## config.mk

```make
export PLATFORM = sky130hd
export DESIGN_NAME = softmax_head_scheduler
export DESIGN_NICKNAME = d
export VERILOG_FILES = /design/src/rtl/softmax_head_scheduler.sv
export SDC_FILE = /design/constraint.sdc
export NUM_CORES = 1
export LEC_CHECK = 0
export CORE_MARGIN = 2
export CORE_UTILIZATION = 45
export CTS_BUF_LIST = sky130_fd_sc_hd__clkbuf_4
export CTS_CLUSTER_DIAMETER = 50
export CTS_CLUSTER_SIZE = 40
export DETAILED_ROUTE_END_ITERATION = 7
export PLACE_DENSITY_LB_ADDON = 0.1
export SLEW_MARGIN = 25
export SYNTH_ARGS = -nofsm -noshare
export SYNTH_HDL_FRONTEND = slang
export SYNTH_SLANG_ARGS = --single-unit
```

## constraint.sdc

```tcl
create_clock -name clk_p -period 1.2 [get_ports clk_p]
set_input_delay 0.36 -clock clk_p [delete_from_list [all_inputs] [get_ports clk_p]]
set_output_delay 0.36 -clock clk_p [all_outputs]
set_load 0.02 [all_outputs]
```

## src/rtl/softmax_head_scheduler.sv

```systemverilog
// Sequences one shared softmax engine across MATRIX_NUM heads: launch, wait, write, gap, done.
// Optional engine watchdog enabled by defining SOFTMAX_SCHED_TIMEOUT_EN.
module softmax_head_scheduler #(
  parameter int unsigned MATRIX_NUM     = 12,
  parameter int unsigned HEAD_W         = 4,
  parameter int unsigned LAUNCH_GAP     = 1,
  parameter int unsigned ENGINE_LAT_MAX = 512
) (
  input  logic              clk_p,
  input  logic              rst_n,
  input  logic              input_valid_n,
  output logic [HEAD_W-1:0] head_sel,
  output logic              eng_valid_n,
  input  logic              eng_output_valid_n,
  output logic              wr_en_n,
  input  logic              sink_ready_n,
  output logic              busy,
  output logic              output_valid_n,
  output logic              error_n
);

  typedef enum logic [2:0] {
    S_IDLE, S_LAUNCH, S_WAIT, S_WRITE, S_GAP, S_DONE
  } state_t;

  localparam logic [HEAD_W-1:0] HEAD_LAST = HEAD_W'(MATRIX_NUM - 1);
  localparam int unsigned       GAP_W     = (LAUNCH_GAP > 1) ? $clog2(LAUNCH_GAP) : 1;
  localparam logic [GAP_W-1:0]  GAP_LAST  = GAP_W'((LAUNCH_GAP > 0) ? (LAUNCH_GAP - 1) : 0);

  state_t            r_state;
  state_t            w_state_next;
  logic [HEAD_W-1:0] r_head_sel;
  logic [HEAD_W-1:0] w_head_sel_next;
  logic [GAP_W-1:0]  r_gap_cnt;
  logic [GAP_W-1:0]  w_gap_cnt_next;
  logic              r_eng_valid_n;
  logic              r_wr_en_n;
  logic              r_busy;
  logic              r_output_valid_n;
  logic              w_timeout;

  always_comb begin
    w_state_next    = r_state;
    w_head_sel_next = r_head_sel;
    w_gap_cnt_next  = r_gap_cnt;
    case (r_state)
      S_IDLE: begin
        if (!input_valid_n) begin
          w_state_next    = S_LAUNCH;
          w_head_sel_next = '0;
        end
      end
      S_LAUNCH: w_state_next = S_WAIT;
      S_WAIT: begin
        // A real result wins over a watchdog expiry in the same cycle.
        if (!eng_output_valid_n) begin
          w_state_next = S_WRITE;
        end else if (w_timeout) begin
          w_state_next = S_DONE;
        end
      end
      S_WRITE: begin
        if (!sink_ready_n) begin
          if (r_head_sel == HEAD_LAST) begin
            w_state_next = S_DONE;
          end else begin
            w_head_sel_next = r_head_sel + 1'b1;
            w_gap_cnt_next  = '0;
            w_state_next    = (LAUNCH_GAP > 0) ? S_GAP : S_LAUNCH;
          end
        end
      end
      S_GAP: begin
        if (r_gap_cnt == GAP_LAST) begin
          w_state_next = S_LAUNCH;
        end else begin
          w_gap_cnt_next = r_gap_cnt + 1'b1;
        end
      end
      S_DONE: begin
        w_state_next    = S_IDLE;
        w_head_sel_next = '0;
      end
      default: w_state_next = S_IDLE;
    endcase
  end

  // Strobes are registered from the next state so they align with the state they decode.
  always_ff @(posedge clk_p or negedge rst_n) begin
    if (!rst_n) begin
      r_state          <= S_IDLE;
      r_head_sel       <= '0;
      r_gap_cnt        <= '0;
      r_eng_valid_n    <= 1'b1;
      r_wr_en_n        <= 1'b1;
      r_busy           <= 1'b0;
      r_output_valid_n <= 1'b1;
    end else begin
      r_state          <= w_state_next;
      r_head_sel       <= w_head_sel_next;
      r_gap_cnt        <= w_gap_cnt_next;
      r_eng_valid_n    <= (w_state_next != S_LAUNCH);
      r_wr_en_n        <= (w_state_next != S_WRITE);
      r_busy           <= (w_state_next != S_IDLE);
      r_output_valid_n <= (w_state_next != S_DONE);
    end
  end

`ifdef SOFTMAX_SCHED_TIMEOUT_EN
  localparam int unsigned      WD_W    = (ENGINE_LAT_MAX > 1) ? $clog2(ENGINE_LAT_MAX) : 1;
  localparam logic [WD_W-1:0]  WD_LAST = WD_W'(ENGINE_LAT_MAX - 1);

  logic [WD_W-1:0] r_wd_cnt;
  logic [WD_W-1:0] w_wd_cnt_next;
  logic            r_error_n;
  logic            w_error_n_next;

  assign w_timeout = (r_wd_cnt == WD_LAST);

  always_comb begin
    w_wd_cnt_next  = r_wd_cnt;
    w_error_n_next = r_error_n;
    if (r_state == S_LAUNCH) begin
      w_wd_cnt_next = '0;
    end else if (r_state == S_WAIT) begin
      w_wd_cnt_next = r_wd_cnt + 1'b1;
    end
    if ((r_state == S_IDLE) && !input_valid_n) begin
      w_error_n_next = 1'b1;
    end else if ((r_state == S_WAIT) && eng_output_valid_n && w_timeout) begin
      w_error_n_next = 1'b0;
    end
  end

  always_ff @(posedge clk_p or negedge rst_n) begin
    if (!rst_n) begin
      r_wd_cnt  <= '0;
      r_error_n <= 1'b1;
    end else begin
      r_wd_cnt  <= w_wd_cnt_next;
      r_error_n <= w_error_n_next;
    end
  end

  assign error_n = r_error_n;
`else
  assign w_timeout = 1'b0;
  assign error_n   = 1'b1;
`endif

  assign head_sel       = r_head_sel;
  assign eng_valid_n    = r_eng_valid_n;
  assign wr_en_n        = r_wr_en_n;
  assign busy           = r_busy;
  assign output_valid_n = r_output_valid_n;

endmodule

```

After elaboration in Yosys (flattened, before gate mapping)
Index checks and enable logic that the tools add are counted.
- add/subtract/negate cells: 2
- eq/ne operators: 12
- mux-type cells: 14
- reductions and logical operators: 6
- operator list (operator ; count):
    one-hot mux 3 bit (5 select lines) ; 1
    two-way mux 3 bit ; 4
    two-way mux 4 bit ; 3
    one-hot mux 4 bit (3 select lines) ; 1
    equality test 3 x 2 -> 1 bit (second input constant) ; 2
    equality test 3 bit (second input constant) ; 2
    inequality test 2 bit (second input constant) ; 3
    nonzero test 3 bit ; 2
    adder 4 x 1 -> 4 bit (second input constant) ; 1
    equality test 4 bit (second input constant) ; 1
    two-way mux 1 bit ; 4
    AND reduction 4 bit ; 1
    equality test 3 x 1 -> 1 bit (second input constant) ; 1
    zero test 3 bit ; 1
    inequality test 3 x 1 -> 1 bit (second input constant) ; 1
    inequality test 3 x 2 -> 1 bit (second input constant) ; 1
    inequality test 3 bit (second input constant) ; 1
    AND reduction 3 bit ; 1
    one-hot mux 1 bit (2 select lines) ; 1
    nonzero test 2 bit ; 1
    adder 1 bit (second input constant) ; 1
- register bits: 12
- input bits: 5
- output and inout bits: 9
- logic and storage cells: 41

Logic depth before layout (Yosys ltp)
Gate-level depths: netlist (run 1).
- word-level depth: 5
- gate-level depth with buffers: 5

Worst setup path after synthesis (run 1)
OpenSTA, ideal clock, no wires.
- path kind: register -> register
- start: reg r_head_sel[0], in the netlist head_sel[0]
- end: reg r_head_sel[2], in the netlist head_sel[2]
- library setup time: 141 ps
- arrival: 1163 ps
- required time: 1059 ps
- slack: -104 ps
- stages on the path, launching flop included: 5
- path buffers: 0
- period minus slack after synthesis: 1304 ps
- cell sequence: dfrtp_1 ha_1 nor3b_1 o21ai_0 o311ai_2
- cells in the longest elaborated chain, start to end: 4
- elaborated cells between the ends (all ways): 7
- those cells by class: add/sub: 1; eq/ne: 2; mux: 3; reduce/logical: 1
- RTL lines (element ; RTL line ; text):
    from (decl) ; 32 ; logic [HEAD_W-1:0] r_head_sel;
    from (signal assigned) ; 100 ; r_head_sel <= w_head_sel_next;
    adder 4 x 1 -> 4 bit ; 67 ; w_head_sel_next = r_head_sel + 1'b1;
    two-way mux 4 bit ; 64 ; if (r_head_sel == HEAD_LAST) begin
    two-way mux 4 bit ; 63 ; if (!sink_ready_n) begin
    one-hot mux 4 bit (3 select lines) ; 46 ; case (r_state)
Several ways; a longest one is shown, not always the timed one. The select of a mux whose other input is x is not followed.
A chain may end at the register's enable or synchronous reset.

Worst setup path in the final report (run 1)
- start: reg r_wr_en_n, in the netlist wr_en_n
- end: out wr_en_n
- RTL lines (element ; RTL line ; text):
    from (decl) ; 37 ; logic r_wr_en_n;
    from (signal assigned) ; 103 ; r_wr_en_n <= (w_state_next != S_WRITE);
    to (decl) ; 15 ; output logic wr_en_n,
No word-level cell between the ends.

==> summary.md, run 1 <==
| Metric | Value |
|---|---|
| Setup TNS | -0.3351 ns |
| Most frequent cells in the layout | 13 x buf_4, 11 x buf_6, 5 x dfrtp_1 |
| Tcrit/Tclk final | 106.2% |
| Internal reg-to-reg setup slack | -0.05 ns |
| Status | finished, violations left |
| Routed Antenna Nets | 0 |
| DRC | 0 |
| Routed WL | 1.394 mm |
| Register area share after synthesis | 46.95% |
| Dpl hpwl | 891.8 µm |
| Slowest CP cell | dfstp_2 |
| Final instance area | 943.4 µm² |
| Final cell count without fillers | 102 |
| Remaining global-route overflow | 0 |
| Crit-path cells | buf_6 |
| Largest cells by area after synthesis | dfrtp_1 34%, dfstp_2 13%, o21ai_0 4.2% |
| First-pass iteration count of the detailed router | 4 |
| Min Clock Period, post-route | 1.274 ns |
| IR drop worst, VDD | 1205 µV |
| Max_cap viols | 0 |
| Vias per cell | 5.353 |
| Combinational Power Share | 57.7% |
| Pint | 1303 µW |
| Die Wd | 40.34 µm |
| Commonest non-fill, non-tap cell in the layout | buf_4 |
| Startpoint Class | flip-flop |
| CTS tree | yes |
| WP depth | 1 |
| Failing checks | setup timing |
| GRT Total Usage | 21.16% |
| Post-Route Skew | 0.006033 ns |
| Leak Pwr | 0.0004164 µW |
| Synth Warn # | 0 |
| Post-synth EDFFs | 0 |
| RSZ-0062 raised after global routing | true |
| Synthesized area per cell | 10.43 µm² |
| Cell Pwr Density | 2294 mW/mm² |
| Filler instances | 95 |
| CTS clk-pin slew, worst paths | 0.07 ns |
| Slew Viols, Final | 0 |
| 1st-iter DRT viols | 9 |
| First-pass GRT wire length | 2.118 mm |
| Area of the core | 0.001269 mm² |
| Synthesized area | 594.3 µm² |
| Number of buffers added on ports | 12 |
| Nets@finish | 94 |
| Clk sinks | 11 |
| Largest net degree at the start of global routing | 12 |
| Die ar. | 0.001627 mm² |
| Net Sw Frac | 39.77% |
| H-tree depth | 1 |
| Total CTS buffers | 3 |
| Critical Path RT | 0.84 ns |
| Crit path kind | flip-flop to output port |
| Share of cells above drive strength 1 | 58.62% |
| Clock Latency Late Sink | 0.27 ns |
| Cell count after synthesis | 57 |
| CTS max path bufs | 2 |
| Area growth syn-to-layout | 58.74% |
| Cell Rows | 13 |
| Fmax achieved | 784.7 MHz |
| CP delay by family, top | flip-flops |
| Cells after DPL | 90 |
| End of the worst register-to-register path | head_sel[1] |
| Post-Syn Nets | 63 |
| Finish-stage setup viols | 8 |
| Max stage delay on crit path | 0.53 ns |
| Critical path endpoint category | output port |
| Avg WL per Cell | 13.67 µm |
| Vias in the first global route | 470 |
| Num ports | 14 |
| RR Startpoint | r_state[2] |
| Top_reg_cell synth | dfrtp_1 |
| Die height | 40.34 µm |
| Vias | 546 |
| Hold_ws | 0.3653 ns |
| Initial antenna violation count | 0 |
| Finished Core Util | 74.36% |
| Clock network power share | 11.7% |
| Crit Path Max Fanout | 1 |
| Final worst setup slack | -0.07433 ns |
| Sequential share of power | 30.5% |
| WP buf/inv | 1 |
| Ant diodes | 0 |
| Root buffer cell | clkbuf_4 |
| Hold/Removal Path Class | primary input to asynchronous set/reset pin |
| Yosys top cell by area | dfrtp_1 |
| P_sw | 860.5 µW |
| Placed cell area | 778.2 µm² |
| Synth top area share | 33.68% |
| Netlist cell types | 30 |
| Final hold viol count | 0 |
| R2R depth | 5 |
| Starting Density | 46.84% |
| #FFs+latches synth | 11 |
| Post-synth ARST share | 100.0% |
| # hold bufs at CTS | 0 |
| GPL Wtd Cong | 0.7721 |
| Arr. time, crit path | 0.91 ns |
-- power by group through the flow --
stage	Clock (µW)	Combinational [µW]	Sequential [µW]
after global placement	0	969	624
final	254	1250	661
after floorplan	0	482	738
after global routing	286	1350	677
after CTS	267	1110	652
after detailed placement	0	981	622
-- how the worst max path moves through the flow --
| stage | startpoint | endpoint | slack [ns] |
|---|---|---|---|
| final | wr_en_n | wr_en_n | -0.07 |
| after global placement | sink_ready_n | head_sel[0] | -0.47 |
| after global routing | wr_en_n | wr_en_n | -0.12 |
| after floorplan | r_state[1] | head_sel[1] | 0.008 |
| after CTS | wr_en_n | wr_en_n | -0.09 |
| after detailed placement | sink_ready_n | head_sel[0] | -0.50 |
-- cell families after synthesis --
| logic type | share of synthesized area (%) |
|---|---|
| buffers and inverters | 9.052 |
| AOI/OAI and AO/OA | 16.84 |
| other | 0.6310 |
| adders and majority gates | 2.105 |
| and+or+nand+nor | 22.95 |
| DFF | 46.95 |
| xor gates and xnor gates | 1.474 |
-- state kept, by name, indices dropped and copies added, names as in the netlist --
| name | count |
|---|---|
| output_valid_n | 1 |
| busy | 1 |
| eng_valid_n | 1 |
| r_state | 3 |
| head_sel | 4 |
| wr_en_n | 1 |
-- through the flow --
stage	total power [µW]	setup slack, ns
5_1_grt	2316	-0.1180
6_report	2164	-0.07433
3_3_place_gp	1593	-0.4658
2_1_floorplan	1220	0.008307
4_1_cts	2031	-0.09089
3_5_place_dp	1604	-0.4987
-- metal layers --
layer / vias up / track usage (%) / part of all wire, %
met5: - / 0 / 0
li1: 263 / - / -
met1: 268 / 26.99 / 45
met3: 2 / 8.333 / 4.3
met2: 13 / 29.76 / 49
met4: 0 / 12.50 / 0.93
-- area by class of cell --
cell class                      instances  area [µm²]  share of cell area, %
Tap cell                               15       18.77                  1.989
Clock inverter                          1       5.005                 0.5305
Multi-Input combinational cell         38       331.6                  35.15
Timing Repair Buffer                   29       264.0                  27.98
Sequential cell                        11       282.8                  29.97
Clock buffer                            3       22.52                  2.387
Inverter                                5       18.77                  1.989
-- synth_stat cells (2+ instances only) --
cell / instances
o21ai_0: 5
nor2b_1: 2
a21oi_1: 4
dfrtp_1: 8
inv_1: 5
nand2_1: 4
dfstp_2: 3
nor2_1: 2
and3_1: 2
buf_6: 2
-- repair_timing --
action,4_1_cts,5_1_grt
gates resized for setup,57,12
buffers inserted,3,4
cloned,1,0
endpoints found under the setup margin,14,13
pin swaps,9,7
No activity file was read; power rests on OpenSTA's default activity.
==> inputs of run 2 (changes only) <==
==> constraint.sdc (replaced) <==
create_clock -name clk_p -period 1.2 [get_ports clk_p]
set_input_delay 0.3 -clock clk_p [delete_from_list [all_inputs] [get_ports clk_p]]
set_output_delay 0.3 -clock clk_p [all_outputs]
set_load 0.02 [all_outputs]
==> run 2 against run 1 <==
The run still ends with setup timing left; via count decreased by 3.1%; combinational power decreased by 4%; cell count decreased by 0.98%; largest power group unchanged; wire length increased by 2.3%.
==> summary.md, run 2 (synthesized netlist as in run 1, its figures left out) <==
| Metric | Value |
|---|---|
| GRT Total Usage | 21.64% |
| Die height | 40.34 µm |
| Arr. time, crit path | 1.40 ns |
| Clk sinks | 11 |
| Routed WL | 1.426 mm |
| Finish-stage setup viols | 6 |
| Critical Path RT | 1.36 ns |
| Avg WL per Cell | 14.12 µm |
| 1st-iter DRT viols | 5 |
| IR drop worst, VDD | 1448 µV |
| First-pass GRT wire length | 2.194 mm |
| Placed cell area | 770.7 µm² |
| WP buf/inv | 1 |
| CTS tree | yes |
| Startpoint Class | primary input |
| Routed Antenna Nets | 0 |
| Status | finished, violations left |
| Nets@finish | 93 |
| Die ar. | 0.001627 mm² |
| Max_cap viols | 0 |
| Total power | 2125 µW |
| CTS clk-pin slew, worst paths | 0.07 ns |
| Vias | 529 |
| Initial antenna violation count | 0 |
| Cell Pwr Density | 2359 mW/mm² |
| Failing checks | setup timing |
| Dpl hpwl | 933.5 µm |
| GPL Wtd Cong | 0.7828 |
| Num ports | 14 |
| Commonest non-fill, non-tap cell in the layout | buf_4 |
| Slowest CP cell | clkdlybuf4s50_1 |
| Fmax achieved | 805.8 MHz |
| Vias in the first global route | 484 |
| Slew Viols, Final | 0 |
| Cells after DPL | 89 |
| Most frequent cells in the layout | 14 x buf_4, 5 x buf_2, 5 x buf_6 |
| Max reg flops | 4 |
| Number of buffers added on ports | 12 |
| Max stage delay on crit path | 0.47 ns |
| Finished Core Util | 71.01% |
| Ant diodes | 0 |
| Dpl ws | -0.4535 ns |
| H-tree depth | 1 |
| Internal reg-to-reg setup slack | -0.02 ns |
| Tcrit/Tclk final | 103.4% |
| Crit-path cells | clkdlybuf4s50_1, and4bb_4, o2bb2ai_2, a31oi_1 |
| Post-Route Skew | 0.002980 ns |
| Total CTS buffers | 3 |
| Final cell count without fillers | 101 |
| Share of cells above drive strength 1 | 55.81% |
| Final instance area | 900.9 µm² |
| Largest net degree at the start of global routing | 8 |
| Min Clock Period, post-route | 1.241 ns |
| Root buffer cell | clkbuf_4 |
| Area growth syn-to-layout | 51.58% |
| Final worst setup slack | -0.04097 ns |
| Critical path endpoint category | flip-flop |
| Crit path kind | primary input to flip-flop |
| RSZ-0062 raised after global routing | true |
| CTS max path bufs | 2 |
| Vias per cell | 5.238 |
| CP delay by family, top | buffers and inverters |
| Remaining global-route overflow | 0 |
| Starting Density | 46.84% |
| DRC | 0 |
| Area of the core | 0.001269 mm² |
| Crit Path Max Fanout | 5 |
| Leak Pwr | 0.0004118 µW |
| First-pass iteration count of the detailed router | 4 |
| Die Wd | 40.34 µm |
| Hold/Removal Path Class | primary input to asynchronous set/reset pin |
| Final hold viol count | 0 |
| Clock Latency Late Sink | 0.27 ns |
| Cell Rows | 13 |
==> run 2: cell types whose count changed in the layout (fill, tap and decap cells not counted), moves of 2 or more <==
cell,previous run,this run
o21ai_2,2,0
nor2_1,2,0
o21ai_1,2,4
dlygate4sd2_1,2,0
buf_6,11,5
nor2_2,0,2
buf_2,1,5
==> run 2: cell type report <==
cell class	instances	area, µm²
flip-flops and latches	11	284.0
well taps	15	18.77
multi-input cells	38	320.3
inverters	5	18.77
repair buffers	28	229.0
clock buffers	4	30.03
fillers	92	367.9
==> run 2: final timing paths <==
path                                    start           to  cells past startpoint
max in group asynchronous               rst_n  head_sel[1]                      2
worst max-delay path             sink_ready_n  head_sel[0]                      4
worst min register to register    head_sel[0]  head_sel[0]                      2
worst min-delay path                    rst_n   r_state[1]                      1
min in group clk_p              input_valid_n  eng_valid_n                      3
worst max register to register     r_state[2]  head_sel[2]                      4
==> run 2: timing repair <==
action / in CTS / in global routing
setup buffers: 4 / 3
hold buffers: 0 / 0
gates cloned: 1 / 0
resized for setup: 47 / 9
pin swaps: 5 / 5
endpoints found under the setup margin: 13 / 10
hold endpoints to repair: 0 / 0
==> run 2: per-stage QoR <==
step           setup TNS [ns]  hold slack [ns]
5_1_grt               -0.4477           0.2541
2_1_floorplan               0         0.004409
6_report              -0.1526           0.2465
4_1_cts               -0.1891           0.2579
3_3_place_gp           -2.956           0.5034
3_5_place_dp           -3.120           0.5028
==> run 2: metal layers <==
metal  track usage (%)  part of all wire (%)  up-vias
met4             7.500                  0.42        0
met1             27.08                    44      255
met3             6.667                   5.0        2
li1                  -                     -      257
met5                 0                     0        -
met2             34.92                    51       15
==> run 2: power by group <==
group | leakage [µW] | internal [µW] | total (µW) | switching [µW]
Sequential | 0.000127 | 531 | 646 | 115
Clock | 0.0000184 | 151 | 278 | 127
Combinational | 0.000267 | 594 | 1200 | 607
